===== src/rtl/fwu_pkg.sv =====
// fwu_pkg: shared op/status encodings and SPI flash opcodes for the firmware-update flash sequencer
package fwu_pkg;
    typedef enum logic [1:0] {OP_READ, OP_PROGRAM, OP_ERASE_4K, OP_RSVD} op_code_e;
    typedef enum logic [1:0] {ST_OK, ST_BAD_ARG, ST_TIMEOUT, ST_WEL_FAIL} op_status_e;
    localparam logic [7:0] FL_READ = 8'h03;
    localparam logic [7:0] FL_PP   = 8'h02;
    localparam logic [7:0] FL_SE   = 8'h20;
    localparam logic [7:0] FL_WREN = 8'h06;
    localparam logic [7:0] FL_RDSR = 8'h05;
endpackage


===== src/rtl/fwu_flash_seq.sv =====
// fwu_flash_seq: sequences READ/PROGRAM/ERASE_4K ops into SPI flash commands with WREN and RDSR polling.
// Define FWU_FLASH_SEQ_WEL_CHECK_EN to verify WEL with one RDSR after every WREN.
module fwu_flash_seq
    import fwu_pkg::*;
#(
    parameter int POLL_MAX = 4096,
    parameter int POLL_GAP = 64
) (
    input  logic        clk,
    input  logic        rst,
    input  logic        op_valid,
    output logic        op_ready,
    input  logic [1:0]  op_code,
    input  logic [23:0] op_addr,
    input  logic [15:0] op_len,
    input  logic [7:0]  in_wr_data,
    input  logic        in_wr_valid,
    output logic        in_wr_ready,
    output logic [7:0]  out_rd_data,
    output logic        out_rd_valid,
    input  logic        out_rd_ready,
    output logic        op_done,
    output logic [1:0]  op_status,
    output logic        busy,
    output logic        flash_cmd_valid,
    input  logic        flash_cmd_ready,
    output logic [7:0]  flash_opcode,
    output logic [23:0] flash_addr,
    output logic [15:0] flash_len,
    output logic        flash_has_addr,
    output logic        flash_is_read,
    output logic        flash_is_write,
    output logic [7:0]  flash_wr_data,
    output logic        flash_wr_valid,
    input  logic        flash_wr_ready,
    input  logic [7:0]  flash_rd_data,
    input  logic        flash_rd_valid,
    output logic        flash_rd_ready,
    input  logic        flash_done
);
    localparam int PW = $clog2(POLL_MAX + 1);
    localparam int GW = $clog2(POLL_GAP + 1);
    typedef enum logic [3:0] {IDLE, WREN, WREN_WAIT, CMD, CMD_WAIT, POLL, POLL_WAIT, GAP, DONE} state_e;
    state_e     state, state_n;
    op_code_e   code;
    op_status_e status, status_n;
    logic [23:0]   addr;
    logic [15:0]   len;
    logic [7:0]    sr, sr_now, cmd_op;
    logic [PW-1:0] poll_cnt, poll_inc;
    logic [GW-1:0] gap_cnt;
    logic          bad, wel_mode, xfer_wr, xfer_rd;
    assign bad = op_code == OP_RSVD || (!op_code[1] && op_len == 16'd0) ||
                 (op_code == OP_PROGRAM && ({9'd0, op_addr[7:0]} + {1'b0, op_len}) > 17'd256);
    // status byte may arrive in the same cycle as flash_done
    assign sr_now   = flash_rd_valid ? flash_rd_data : sr;
    assign poll_inc = (poll_cnt == PW'(POLL_MAX)) ? poll_cnt : poll_cnt + 1'b1;
    always_comb begin
        state_n  = state;
        status_n = status;
        case (state)
            IDLE: if (op_valid) begin
                state_n  = bad ? DONE : (op_code == OP_READ) ? CMD : WREN;
                status_n = bad ? ST_BAD_ARG : ST_OK;
            end
            WREN: if (flash_cmd_ready) state_n = WREN_WAIT;
            WREN_WAIT: if (flash_done) state_n =
`ifdef FWU_FLASH_SEQ_WEL_CHECK_EN
                POLL;
`else
                CMD;
`endif
            CMD: if (flash_cmd_ready) state_n = CMD_WAIT;
            CMD_WAIT: if (flash_done) state_n = (code == OP_READ) ? DONE : POLL;
            POLL: if (flash_cmd_ready) state_n = POLL_WAIT;
            POLL_WAIT: if (flash_done) begin
                if (wel_mode) begin
                    state_n  = sr_now[1] ? CMD : DONE;
                    status_n = sr_now[1] ? status : ST_WEL_FAIL;
                end else if (!sr_now[0]) begin
                    state_n = DONE;
                end else begin
                    state_n  = (poll_inc == PW'(POLL_MAX)) ? DONE : GAP;
                    status_n = (poll_inc == PW'(POLL_MAX)) ? ST_TIMEOUT : status;
                end
            end
            GAP: if (gap_cnt == GW'(POLL_GAP - 1)) state_n = POLL;
            DONE: state_n = IDLE;
            default: state_n = IDLE;
        endcase
    end
    always_ff @(posedge clk) begin
        if (rst) begin
            state    <= IDLE;
            status   <= ST_OK;
            code     <= OP_READ;
            addr     <= '0;
            len      <= '0;
            sr       <= '0;
            poll_cnt <= '0;
            gap_cnt  <= '0;
        end else begin
            state   <= state_n;
            status  <= status_n;
            gap_cnt <= (state == GAP) ? gap_cnt + 1'b1 : '0;
            if (state == IDLE && op_valid) begin
                code     <= op_code_e'(op_code);
                addr     <= op_addr;
                len      <= op_len;
                poll_cnt <= '0;
            end
            if (state == POLL_WAIT && flash_rd_valid) sr <= flash_rd_data;
            if (state == POLL_WAIT && flash_done && !wel_mode) poll_cnt <= poll_inc;
        end
    end
`ifdef FWU_FLASH_SEQ_WEL_CHECK_EN
    always_ff @(posedge clk) begin
        if (rst) wel_mode <= 1'b0;
        else if (state == WREN_WAIT && flash_done) wel_mode <= 1'b1;
        else if (state == POLL_WAIT && flash_done) wel_mode <= 1'b0;
    end
`else
    assign wel_mode = 1'b0;
`endif
    assign op_ready        = state == IDLE;
    assign busy            = state != IDLE;
    assign op_done         = state == DONE;
    assign op_status       = status;
    assign cmd_op          = (code == OP_READ) ? FL_READ : (code == OP_PROGRAM) ? FL_PP : FL_SE;
    assign flash_cmd_valid = state inside {WREN, CMD, POLL};
    assign flash_opcode    = (state == WREN) ? FL_WREN : (state == POLL) ? FL_RDSR : (state == CMD) ? cmd_op : 8'h00;
    assign flash_addr      = (state == CMD) ? addr : 24'h0;
    assign flash_len       = (state == POLL) ? 16'd1 : (state == CMD && code != OP_ERASE_4K) ? len : 16'd0;
    assign flash_has_addr  = state == CMD;
    assign flash_is_read   = state == POLL || (state == CMD && code == OP_READ);
    assign flash_is_write  = state == CMD && code == OP_PROGRAM;
    assign xfer_wr         = code == OP_PROGRAM && (state == CMD || state == CMD_WAIT);
    assign xfer_rd         = code == OP_READ && (state == CMD || state == CMD_WAIT);
    assign flash_wr_data   = in_wr_data;
    assign flash_wr_valid  = xfer_wr ? in_wr_valid : 1'b0;
    assign in_wr_ready     = xfer_wr ? flash_wr_ready : 1'b0;
    assign out_rd_data     = flash_rd_data;
    assign out_rd_valid    = xfer_rd ? flash_rd_valid : 1'b0;
    assign flash_rd_ready  = xfer_rd ? out_rd_ready : (state == POLL_WAIT);
endmodule


===== config.mk =====
export PLATFORM = sky130hd
export DESIGN_NAME = fwu_flash_seq
export DESIGN_NICKNAME = d
export VERILOG_FILES = /design/src/rtl/fwu_pkg.sv /design/src/rtl/fwu_flash_seq.sv
export SDC_FILE = /design/constraint.sdc
export NUM_CORES = 1
export LEC_CHECK = 0
export BUFFER_PORTS_ARGS = -buffer_cell sky130_fd_sc_hd__buf_2
export CAP_MARGIN = 20
export CORE_UTILIZATION = 56
export DETAILED_ROUTE_END_ITERATION = 16
export PLACE_DENSITY = 0.87
export SYNTH_ARGS = -nofsm -noshare
export SYNTH_HDL_FRONTEND = slang
export SYNTH_SLANG_ARGS = --single-unit

===== constraint.sdc =====
create_clock -name clk -period 6.6 [get_ports clk]
set_input_delay 0.99 -clock clk [delete_from_list [all_inputs] [get_ports clk]]
set_output_delay 0.99 -clock clk [all_outputs]
set_load 0.005 [all_outputs]

# --- Word level (Yosys, flattened, before mapping) ---
# Index checks and enable logic that the tools add are counted.
totals:
  register_bits: 69
  in_bits: 67
  out_inout_bits: 77
  word_cells: 100
op_classes:
  add_sub_neg: 3
  n_lt_le_gt_ge: 1
  n_eq_ne: 25
  mux: 36
  bitwise_logic: 1
  n_reduce_logical: 26
ops:
  columns: ["cell", "n"]
  rows:
  - ["$mux W4", 12]
  - ["$mux W13", 3]
  - ["$mux W16", 2]
  - ["$pmux W4 S8", 1]
  - ["$mux W6", 5]
  - ["$eq A13 B13 Y1 const B", 2]
  - ["$mux W24", 1]
  - ["$ne A2 B2 Y1 const B", 11]
  - ["$add A8 B16 Y17", 1]
  - ["$gt A17 B9 Y1 const B", 1]
  - ["$eq A4 B3 Y1 const B", 4]
  - ["$logic_not A16 Y1", 1]
  - ["$add A13 B1 Y13 const B", 1]
  - ["$logic_and A1 B1 Y1", 10]
  - ["$mux W2", 5]
  - ["$eq A4 B2 Y1 const B", 2]
  - ["$reduce_and A8 Y1", 1]
  - ["$add A7 B1 Y7 const B", 1]
  - ["$eq A7 B6 Y1 const B", 1]
  - ["$mux W1", 6]
  - ["$reduce_and A5 Y1", 1]
  - ["$eq A2 B1 Y1 const B", 2]
  - ["$eq A4 B1 Y1 const B", 1]
  - ["$eq A4 B4 Y1 const B", 1]
  - ["11 further kinds", 16]

# --- Logic depth before layout (Yosys ltp) ---
depth:
  word_depth: 7
  depth_mapped: 10
  ltp_nobuf: 9

# --- Worst setup path after synthesis ---
# OpenSTA, ideal clock, no wires.
synth_timing:
  path_type: "input-to-reg"
  startpoint: "in op_addr[6]"
  endpoint: "reg state[3]"
  setup_time_ns: 0.132
  arrival_ns: 2.954
  t_required_ns: 6.468
  setup_slack_ns: 3.514
  path_stages: 9
  n_path_buf: 1
  cell_sequence: "ha_1 clkbuf_1 a21oi_2 o221ai_1 or3_1 a2111oi_2 o22ai_1 o31ai_1 o31ai_1"
synth_via:
  elab_chain_cells: 7
synth_rtl:
  columns: ["item", "line_no", "text"]
  rows:
  - ["from (decl)", "fwu_flash_seq.sv:14", "input logic [23:0] op_addr,"]
  - ["$add A8 B16 Y17", "fwu_flash_seq.sv:54", "(op_code == OP_PROGRAM && ({9'd0, op_addr[7:0]} + {1'b0, op_len}) > 17'd256);"]
  - ["$gt A17 B9 Y1", "fwu_flash_seq.sv:54", null]
  - ["$logic_and A1 B1 Y1", "fwu_flash_seq.sv:54", null]
  - ["$logic_or A1 B1 Y1", "fwu_flash_seq.sv:53", "assign bad = op_code == OP_RSVD || (!op_code[1] && op_len == 16'd0) ||"]
  - ["$mux W4", "fwu_flash_seq.sv:63", "state_n = bad ? DONE : (op_code == OP_READ) ? CMD : WREN;"]
  - ["$mux W4", "fwu_flash_seq.sv:62", "IDLE: if (op_valid) begin"]
  - ["$pmux W4 S8", "fwu_flash_seq.sv:61", "case (state)"]
  - ["to (signal assigned)", "fwu_flash_seq.sv:103", "state <= state_n;"]
  - ["to (decl)", "fwu_flash_seq.sv:44", "state_e state, state_n;"]
# No other way between the ends. The select of a mux whose other input is x is not followed.
# A chain may end at the register's enable or synchronous reset.

# --- Final worst setup path ---
layout_timing:
  startpoint: "in op_len[0]"
  endpoint: "reg state[3]"
layout_via:
  elab_chain_cells: 7
  elab_cells_between_ends: 10
  cone_classes: "add/sub (1); order compare (1); mux (3); reduce/logical (5)"
layout_rtl:
  columns: ["item", "line_no", "text"]
  rows:
  - ["from (decl)", "fwu_flash_seq.sv:15", "input logic [15:0] op_len,"]
  - ["$add A8 B16 Y17 or $logic_not A16 Y1 (tied branches)", "fwu_flash_seq.sv:54, fwu_flash_seq.sv:53", null]
  - ["$gt A17 B9 Y1 or $logic_and A1 B1 Y1 (tied branches)", "fwu_flash_seq.sv:54, fwu_flash_seq.sv:53", null]
  - ["$logic_and A1 B1 Y1 or $logic_or A1 B1 Y1 (tied branches)", "fwu_flash_seq.sv:54, fwu_flash_seq.sv:53", null]
  - ["$logic_or A1 B1 Y1 (*)", "fwu_flash_seq.sv:53", null]
  - ["$mux W4 (*)", "fwu_flash_seq.sv:63", null]
  - ["$mux W4 (*)", "fwu_flash_seq.sv:62", null]
  - ["$pmux W4 S8 (*)", "fwu_flash_seq.sv:61", null]
# Mark *: on every way between the ends. The rest lies on a longest branch, timed or not. The select of a mux whose other input is x is not followed.

==> metrics.md <==
| Metric | Value |
|---|---|
| Starting density of the core | 57.7% |
| Net Sw Frac | 30.8% |
| Critical Path AT | approximately 3.5 ns |
| Switch Pwr | between 300 and 400 uW |
| Clock share of power | 37.0% |
| Comb power frac | 19.7% |
| Vias in the first global route | ~4200 |
| Layout cells sized above 1 | 21.2% |
| Top layer in use | met4 |
| Fin nets | 753 |
| Final Max Tran Viols | 0 |
| DR pass1 iterations | 5 |
| Final core utilization | between 60 and 70% |
| FP Rows | 32 |
| CTS Sinks | 69 |
| Seq/Total Area, Yosys | 31.1% |
| DRT iter0 DRCs | 315 |
| FF-to-FF path depth | 7 |
| Internal power | between 700 and 800 uW |
| Mapped cell area | about 4400 sq um |
| LEAKAGE | 0.00221 uW |
| Syn_area_per_cell | 7.32 sq um |
| Final hold vios | 0 |
| F_max | 309 MHz |
| Total of max-cap violations | 0 |
| Commonest non-fill, non-tap cell in the layout | nand2_1 |
| Worst vdd rail ir drop | 0.137 mV |
| Min-Delay Path Class | reg -> reg |
| Clock-pin slew on the worst setup and hold paths | 0.08 ns |
| CP Launch Type | input port |
| Power Density | 210 nW/um^2 |
| Final GP Congestion | 0.889 |
| # hold bufs at CTS | 0 |
| Met1 WL | 5150 um |
| Largest net degree at the start of global routing | 65 |
| Netlist cell types | 64 |
| Status | finished clean |
| Post-synth top area share | 31.1% |
| RSZ-0062 raised after global routing | false |
| Multi-input gate area in the final layout | 2710 sq um |
| Register Area | 1380 sq um |
| Final ANT Viol Nets | 0 |
| Synth Instances | 606 |
| Reg-to-Reg End | state[0]$_SDFFE_PP0P_ |
| Synth area leaders | dfxtp_1, nand2_1, a21oi_1 |
| Initial antenna violation count | 0 |
| Clock root buffer | clkbuf_8 |
| Post-CTS setup buffers | 0 |
| WL met2 | around 5500 um |
| Sequential share of power | 43.3% |
| Tot GR Track Use | between 20% and 30% |
| Synthesis-to-finish area growth | 14.5% |
| Via Count | around 4600 |
| Placed wire-length estimate | 8290 um |
| Rel. slew slack | 35.9% |
| R2r setup slk | ~3.7 ns |
| Async SR Flop Fraction | 0% |
| Count of cells resized by post-cts repair | 0 |
| # DRC | 0 |
| Hold Path Depth | 2 |
| Synthesized flop and latch total | 69 |
| CP Launch Point | op_len[0] |
| Setup TNS | 0 ns |
| Final worst-path cycle share | 49.0% |
| Port Buf Inserts | between 100 and 150 |
| DRT Wirelength | around 12000 um |
| Die Ht | 91.0 um |
| Actual slew at the worst max-slew pin | roughly 0.96 ns |
| Die area | ~8300 sq um |
| Via density | 5.90 |
| H-tree Lvls | 3 |
| EDFF count, synth | 0 |
| Ports | 144 |
| Critical Path RT | between 6 and 7 ns |
| Post-synth top area cell | dfxtp_1 |
| Drt wl/cell | 14.9 um |
| CTS Buf Count | 9 |
| First-pass GRT wire length | 19500 um |
| Commonest non-fill, non-tap cells in the layout | nand2_1, buf_2, a21oi_1 |
| Met3 wire len | 762 um |
| Syn. warnings | 0 |
| Die width | approximately 91 um |
| FF-to-FF Start | poll_cnt[2]$_SDFFE_PP0P_ |
| Clk buf depth | 2 |
| Dominant synthesized flop cell | dfxtp_1 |
| Number of fill cells | 648 |
| Final setup fails | 0 |
| Setup Crit Path Kind | in -> reg |
| Fin crit period | 3.23 ns |
| Endpoint, Worst Hold | addr[22]$_SDFFE_PP0P_ |
| Core footprint | 7690 sq um |
| Total grt overflow | 0 |
| Layout Skew | 0.0145 ns |
| CTS tree | yes |
| Hold_sp | addr[22]$_SDFFE_PP0P_ |
| Critical Path Fanout Max | 3 |
| Diode count | 0 |
| Crit end category | flip-flop |
| Clock latency on the worst-skew pair | 0.36 ns |
-- registers in the layout, indices dropped and copies added, names as in the netlist --
signal     cells
addr          24
code           2
gap_cnt        7
len           16
op_status      2
poll_cnt      13
sr             1
state          4
-- cells in the mapped netlist, types with 7 or more instances --
cell and count:
a21oi_1 72, and2_1 27, and3_1 22, buf_4 20, clkbuf_1 34, dfxtp_1 69
ha_1 11, inv_1 13, nand2_1 118, nand2b_1 7, nand3_1 14, nand4_1 10
nor2_1 42, nor3_1 16, nor4_1 8, o21ai_0 15
-- power by group through the flow --
stage / logic [uW] / registers, uW / clock network, uW
final: 210 / 462 / 395
after global routing: 236 / 466 / 414
after CTS: 207 / 462 / 402
after detailed placement: 205 / 471 / 0
after global placement: 201 / 470 / 0
after floorplan: 156 / 461 / 0
-- critical path: stages --
cell and delay [ns]:
buf_2 0.13, ha_1 0.22, fa_1 0.42, xor2_1 0.16, a2111oi_0 0.43, o211ai_1 0.16, nor4_1 0.36, o22ai_1 0.15
o31ai_1 0.32, o31ai_1 0.12
-- per-layer routing --
layer / vias up / global-route usage [%]
met4: 0 / 10.6
met3: 31 / 3.94
met1: 2143 / 38.5
li1: 2235 / -
met2: 201 / 47.3
met5: - / 0
-- kinds of logic (layout without fill, tap and decap cells) --
family                   Yosys count  in the layout  synth area share, %
adder cells (fa/ha/maj)           12             12                 3.55
AND/OR/NAND/NOR                  294            294                 33.3
XOR/XNOR                           8              8                 1.58
flip-flops                        69             69                 31.1
multiplexers                       8              8                 1.89
buffers and inverters             72            142                 8.21
other                              1              4               0.0845
AO/OA/AOI/OAI                    142            142                 20.3
-- per-stage QoR --
step | instances | hold slack [ns] | power [uW] | setup WS, ns | cell area, sq um
after floorplan | 609 | 0.430 | 617 | 3.51 | 4450
after global placement | 764 | 0.438 | 670 | 3.06 | 4840
after detailed placement | 764 | 0.442 | 676 | 3.04 | 4840
after CTS | 780 | 0.453 | 1070 | 2.75 | 5060
after global routing | 781 | 0.469 | 1120 | 3.16 | 5080
final | 781 | 0.452 | 1070 | 3.37 | 5080
-- area by class of cell --
| class | count | area share [%] |
|---|---|---|
| clock buffer | 9 | 2.44 |
| clock inverter | 7 | 2.04 |
| sequential | 69 | 27.2 |
| timing repair buffer | 113 | 11.5 |
| multi-input combinational | 468 | 53.4 |
| inverter | 13 | 0.961 |
| tap | 102 | 2.51 |
-- worst max path at each step --
stage / end / slack [ns]
6_report: state[3]$_SDFFE_PP0P_ / 3.37
5_1_grt: state[3]$_SDFFE_PP0P_ / 3.16
4_1_cts: flash_is_write / 2.75
3_5_place_dp: state[3]$_SDFFE_PP0P_ / 3.04
3_3_place_gp: state[3]$_SDFFE_PP0P_ / 3.06
2_1_floorplan: state[3]$_SDFFE_PP0P_ / 3.51
Note: power is estimated with default switching activity, not from simulation.
